`config.mk`:
```
export PLATFORM = sky130hd
export DESIGN_NAME = mem_bus_arbiter
export DESIGN_NICKNAME = d
export VERILOG_FILES = /design/src/rtl/mem_arb_pkg.sv /design/src/rtl/mem_bus_arbiter_sat_counter.sv /design/src/rtl/mem_bus_arbiter.sv
export SDC_FILE = /design/constraint.sdc
export NUM_CORES = 1
export LEC_CHECK = 0
export CAP_MARGIN = 30
export CORE_AREA = 4 4 133 135
export CTS_CLUSTER_SIZE = 40
export DETAILED_ROUTE_END_ITERATION = 10
export DIE_AREA = 0 0 137 139
export PLACE_DENSITY_LB_ADDON = 0.05
export SETUP_SLACK_MARGIN = 0.3
export SLEW_MARGIN = 20
export SYNTH_ARGS = -nofsm -noshare
export SYNTH_HDL_FRONTEND = slang
export SYNTH_SLANG_ARGS = --single-unit
```
`constraint.sdc`:
```
create_clock -name clk -period 4.5 [get_ports clk]
set_clock_uncertainty 0.05 [all_clocks]
set_input_delay 0.9 -clock clk [delete_from_list [all_inputs] [get_ports clk]]
set_output_delay 0.9 -clock clk [all_outputs]
set_load 0.03 [all_outputs]
```
`src/rtl/mem_arb_pkg.sv`:
```
// Shared types and constants for the memory bus arbiter: owner states, MMIO map, burst default.
package mem_arb_pkg;

  typedef enum logic [1:0] {
    IDLE = 2'd0,
    OWN0 = 2'd1,
    OWN1 = 2'd2
  } arb_state_t;

  // MMIO window shared with the memory and the program loader
  localparam logic [31:0] MMIO_DISPLAY  = 32'hC000_0000;
  localparam logic [31:0] MMIO_BUTTON   = 32'hC000_0004;
  localparam logic [31:0] MMIO_SWITCHES = 32'hC000_0008;

  localparam int unsigned DEFAULT_MAX_BURST = 8;
  localparam int unsigned STAT_W            = 16;

endpackage

```
`src/rtl/mem_bus_arbiter_sat_counter.sv`:
```
// Saturating up-counter with synchronous clear; clear has priority over increment.
module arb_sat_counter #(
  parameter int unsigned  W   = 8,
  parameter logic [W-1:0] MAX = '1
) (
  input  logic         clk,
  input  logic         clear,
  input  logic         inc,
  output logic [W-1:0] count
);

  always_ff @(posedge clk) begin
    if (clear) begin
      count <= '0;
    end else if (inc && (count != MAX)) begin
      count <= count + 1'b1;
    end
  end

endmodule

```
`src/rtl/mem_bus_arbiter.sv`:
```
// Two-requester round-robin arbiter for the unified memory port with bounded bursts.
// Optional grant/wait statistics are built when ARB_STATS_EN is defined.
module mem_bus_arbiter
  import mem_arb_pkg::*;
#(
  parameter int unsigned ADDR_W    = 32,
  parameter int unsigned DATA_W    = 32,
  parameter int unsigned MAX_BURST = DEFAULT_MAX_BURST
) (
  input  logic              clk,
  input  logic              reset,
  input  logic              req0,
  input  logic              req1,
  input  logic [ADDR_W-1:0] a0,
  input  logic [ADDR_W-1:0] a1,
  input  logic [DATA_W-1:0] wd0,
  input  logic [DATA_W-1:0] wd1,
  input  logic              we0,
  input  logic              we1,
  output logic              gnt0,
  output logic              gnt1,
  output logic [DATA_W-1:0] rd0,
  output logic [DATA_W-1:0] rd1,
  output logic [ADDR_W-1:0] mem_a,
  output logic [DATA_W-1:0] mem_wd,
  output logic              mem_we,
  input  logic [DATA_W-1:0] mem_rd,
  output logic [STAT_W-1:0] stat_gnt0,
  output logic [STAT_W-1:0] stat_gnt1,
  output logic [STAT_W-1:0] stat_wait1
);

  localparam int unsigned      CNT_W      = (MAX_BURST > 1) ? $clog2(MAX_BURST) : 1;
  localparam logic [CNT_W-1:0] BURST_LAST = CNT_W'(MAX_BURST - 1);

  arb_state_t       state, state_nxt;
  logic             last, last_nxt;
  logic [CNT_W-1:0] burst_cnt;
  logic             cnt_clear, cnt_inc;

  always_ff @(posedge clk) begin
    if (reset) begin
      state <= IDLE;
      last  <= 1'b1;
    end else begin
      state <= state_nxt;
      last  <= last_nxt;
    end
  end

  always_comb begin
    state_nxt = state;
    last_nxt  = last;
    case (state)
      IDLE: begin
        if (req0 && req1) state_nxt = last ? OWN0 : OWN1;
        else if (req0)    state_nxt = OWN0;
        else if (req1)    state_nxt = OWN1;
      end
      OWN0: begin
        if (req0) begin
          if (req1 && (burst_cnt == BURST_LAST)) state_nxt = OWN1;
        end else if (req1) begin
          state_nxt = OWN1;
        end else begin
          state_nxt = IDLE;
        end
      end
      OWN1: begin
        if (req1) begin
          if (req0 && (burst_cnt == BURST_LAST)) state_nxt = OWN0;
        end else if (req0) begin
          state_nxt = OWN0;
        end else begin
          state_nxt = IDLE;
        end
      end
      default: state_nxt = IDLE;
    endcase
    if (state_nxt != state) begin
      if (state_nxt == OWN0)      last_nxt = 1'b0;
      else if (state_nxt == OWN1) last_nxt = 1'b1;
    end
  end

  // Any state change restarts the burst; staying in an OWN state counts up to BURST_LAST.
  assign cnt_clear = reset || (state_nxt != state);
  assign cnt_inc   = (state != IDLE);

  arb_sat_counter #(
    .W   (CNT_W),
    .MAX (BURST_LAST)
  ) u_burst_cnt (
    .clk   (clk),
    .clear (cnt_clear),
    .inc   (cnt_inc),
    .count (burst_cnt)
  );

  always_comb begin
    gnt0   = (state == OWN0) && req0;
    gnt1   = (state == OWN1) && req1;
    mem_a  = '0;
    mem_wd = '0;
    mem_we = 1'b0;
    if (gnt0) begin
      mem_a  = a0;
      mem_wd = wd0;
      mem_we = we0;
    end else if (gnt1) begin
      mem_a  = a1;
      mem_wd = wd1;
      mem_we = we1;
    end
    rd0 = gnt0 ? mem_rd : '0;
    rd1 = gnt1 ? mem_rd : '0;
  end

`ifdef ARB_STATS_EN
  arb_sat_counter #(.W(STAT_W)) u_stat_gnt0 (
    .clk   (clk),
    .clear (reset),
    .inc   (gnt0),
    .count (stat_gnt0)
  );

  arb_sat_counter #(.W(STAT_W)) u_stat_gnt1 (
    .clk   (clk),
    .clear (reset),
    .inc   (gnt1),
    .count (stat_gnt1)
  );

  arb_sat_counter #(.W(STAT_W)) u_stat_wait1 (
    .clk   (clk),
    .clear (reset),
    .inc   (req1 && !gnt1),
    .count (stat_wait1)
  );
`else
  assign stat_gnt0  = '0;
  assign stat_gnt1  = '0;
  assign stat_wait1 = '0;
`endif

endmodule

```
==> impl_metrics.tcl <==
set metrics [dict create \
    outcome "completed" \
    worstPathArrival_ns 3.07 \
    synth-seq-area-share_pct 6.45 \
    crit_type "primary input to primary output" \
    start_util_pct 11.3 \
    cp_max_fo 79 \
    sequentialPowerShare_pct 9.1 \
    grt_max_degree 80 \
    place_area_um2 4920 \
    grt_pass1_wl_um 17000 \
    cts.sinks 6 \
    dieArea_um2 19000 \
    fin_nets 693 \
    clk_pin_slew_ns 0.03 \
    r2r_end "last" \
    power_frac_clock_pct 21.1 \
    grt_pass1_vias 2620 \
    cts-root-buf "clkbuf_16" \
    fillCellCount 1732 \
    met1Wirelength_um 4310 \
    max_freq_ghz 0.249 \
    internal-power_uw 412 \
    drc_errors 0 \
    ant_nets 0 \
    p_leak_nw 1.93 \
    r2r-start "u_burst_cnt.count[0]" \
    cts_buffer_depth 2 \
    drv_slew 0 \
    vias_per_cell 3.61 \
    max_stage_delay_ns 0.68 \
    cts_htree_levels 1 \
    gp_congestion 0.750 \
    rsz0062_at_grt "no" \
    start_kind "primary input" \
    cts_resized 0 \
    netlist_area_um2 1860 \
    hold_path.class "flip-flop to flip-flop" \
    grtUsageTotal_pct 11.6 \
    worst_hold_startpoint "u_burst_cnt.count[1]" \
    placeableCoreArea_um2 16500 \
    powerDensity_nw_per_um2 135 \
    wl_per_cell_um 17.0 \
    grt-ovfl-total 0 \
    synth_cell_types 28 \
    path_cells "clkdlybuf4s50_1 -> inv_2 -> nor3b_4 -> buf_12 -> a22o_1 -> clkdlybuf4s50_1" \
    cts_hold_buf 0 \
    design_area_um2 5000 \
    p_comb_share_pct 69.9 \
    final_cell_mix "clkdlybuf4s50_1, a22o_1, and2_1" \
    cts_tree "built" \
    wl_met2_um 7070 \
    grt_antenna_before_repair 0 \
    cts_setup_buffers 0 \
    synth_cells 242 \
    vias 2676 \
    numCtsBuffers 3 \
    r2r_cells 9 \
    die_h_um 139 \
    syn_area_per_cell_um2 7.69 \
    hpwl_um 10700 \
    drtIter0Drc 38 \
    p_sw_share_pct 39.0 \
    drive_above_1_share_pct 4.02 \
    maxCapViolCount 0 \
    clk_latency_ns 0.23 \
    area_delta_synth_final_pct 168 \
    wl_met3_um 1210 \
    cp_common_cell "clkdlybuf4s50_1" \
    min_period_over_period_pct 89.2 \
    ir_worst_vdd_mv 0.154 \
    top_layer "met4" \
    layout_commonest_cell "clkdlybuf4s50_1" \
    setup_tns_ns 0 \
    end_kind "primary output" \
    crit_slowest_cell "clkdlybuf4s50_1" \
    worstHoldEndpoint "u_burst_cnt.count[1]" \
    chipWidth_um 137 \
    wl_um 12600 \
    yosys_warnings 0 \
    finalSetupViolations 0 \
    port_buffers 296 \
    firstDrtPassIters 4 \
    p_sw_uw 264 \
    reg2reg_setup_slack_ns 2.34 \
    ios 345 \
    finalCriticalPeriod_ns 4.02 \
    cp.required_ns 3.55 \
    num_antenna_cells 0 \
    rows 47 \
    holdPathStages 2 \
    ys_ff_latch 6 \
    finalHoldViolCount 0 \
]
[worst max-delay path by stage]
stage	from	end	slack [ns]	cells after the start
after floorplan	req0	rd0[22]	1.76	5
after global placement	req0	mem_wd[6]	0.49	6
after detailed placement	req0	mem_wd[9]	0.49	6
after CTS	req0	mem_wd[9]	0.48	6
after global routing	req0	mem_wd[29]	0.37	6
final	req0	mem_wd[0]	0.48	6
[cells by family (layout without fill, tap and decap cells)]
group                    after synthesis  count (layout)  synth area share (%)
XOR/XNOR                               1               1                 0.471
adder cells (fa/ha/maj)                3               3                  2.02
AND/OR/NAND/NOR                       81              81                  26.9
other                                  1              48                 0.201
multiplexers                           4               4                  2.15
flip-flops                             6               6                  6.45
AO/OA/AOI/OAI                         74              74                  34.1
buffers and inverters                 72             305                  27.7
[critical path, delay by kind of cell]
family	cells	cell delay (ns)
AOI/OAI and AO/OA	1	0.21
buffers and inverters	4	1.63
and+or+nand+nor	1	0.25
[area by class of cell]
type                    count  area (um2)  share of cell area (%)
inverters                   1        3.75                  0.0751
repair buffers            301        3120                    62.3
clock buffers               3        75.1                    1.50
well taps                 220         275                    5.51
flip-flops and latches      6         120                    2.40
multi-input cells         211        1410                    28.2
[metrics by stage]
step | setup WS, ns | hold slack, ns | total power [mW] | utilization (%) | instances
floorplan | 1.76 | 0.448 | 0.312 | - | 289
global route | 0.367 | 0.540 | 0.706 | 30.4 | 742
finish | 0.484 | 0.489 | 0.676 | 30.4 | 742
global placement | 0.491 | 0.474 | 0.537 | 29.9 | 739
CTS | 0.478 | 0.500 | 0.683 | 30.4 | 742
detailed placement | 0.485 | 0.494 | 0.537 | 29.9 | 739
[flip-flops by register name, summed over array words and instances, names as in the netlist]
name	count
u_burst_cnt.count	3
state	2
last	1
[power groups by stage]
stage	logic (mW)	clock network [mW]	registers [mW]
2_1_floorplan	0.254	0	0.0582
3_3_place_gp	0.475	0	0.0621
3_5_place_dp	0.475	0	0.0620
4_1_cts	0.476	0.145	0.0613
5_1_grt	0.498	0.146	0.0619
6_report	0.472	0.143	0.0613
[cell usage after synthesis, drive strengths merged]
library cell	count	area, um2
nand2b	1	6.26
o21a	1	7.51
a31oi	2	12.5
clkbuf	2	7.51
nor2b	3	18.8
dfxtp	6	120
a21oi	1	5.00
o21ai	2	10.0
inv	1	3.75
mux2i	4	40.0
a22o	65	569
conb	1	3.75
nor2	3	18.8
nor3b	2	20.0
nand2	2	7.51
o31ai	1	7.51
xor2	1	8.76
buf	69	504
nor3	4	20.0
a221oi	1	15.0
o21bai	1	7.51
and2	64	400
nand3	2	10.0
ha	3	37.5
[per-layer routing]
layer / global-route usage, % / vias up
met2: 24.7 / 158
li1: - / 1327
met3: 2.90 / 2
met5: 0 / -
met1: 11.2 / 1189
met4: 0.473 / 0
Note: power is estimated with default switching activity, not from simulation.
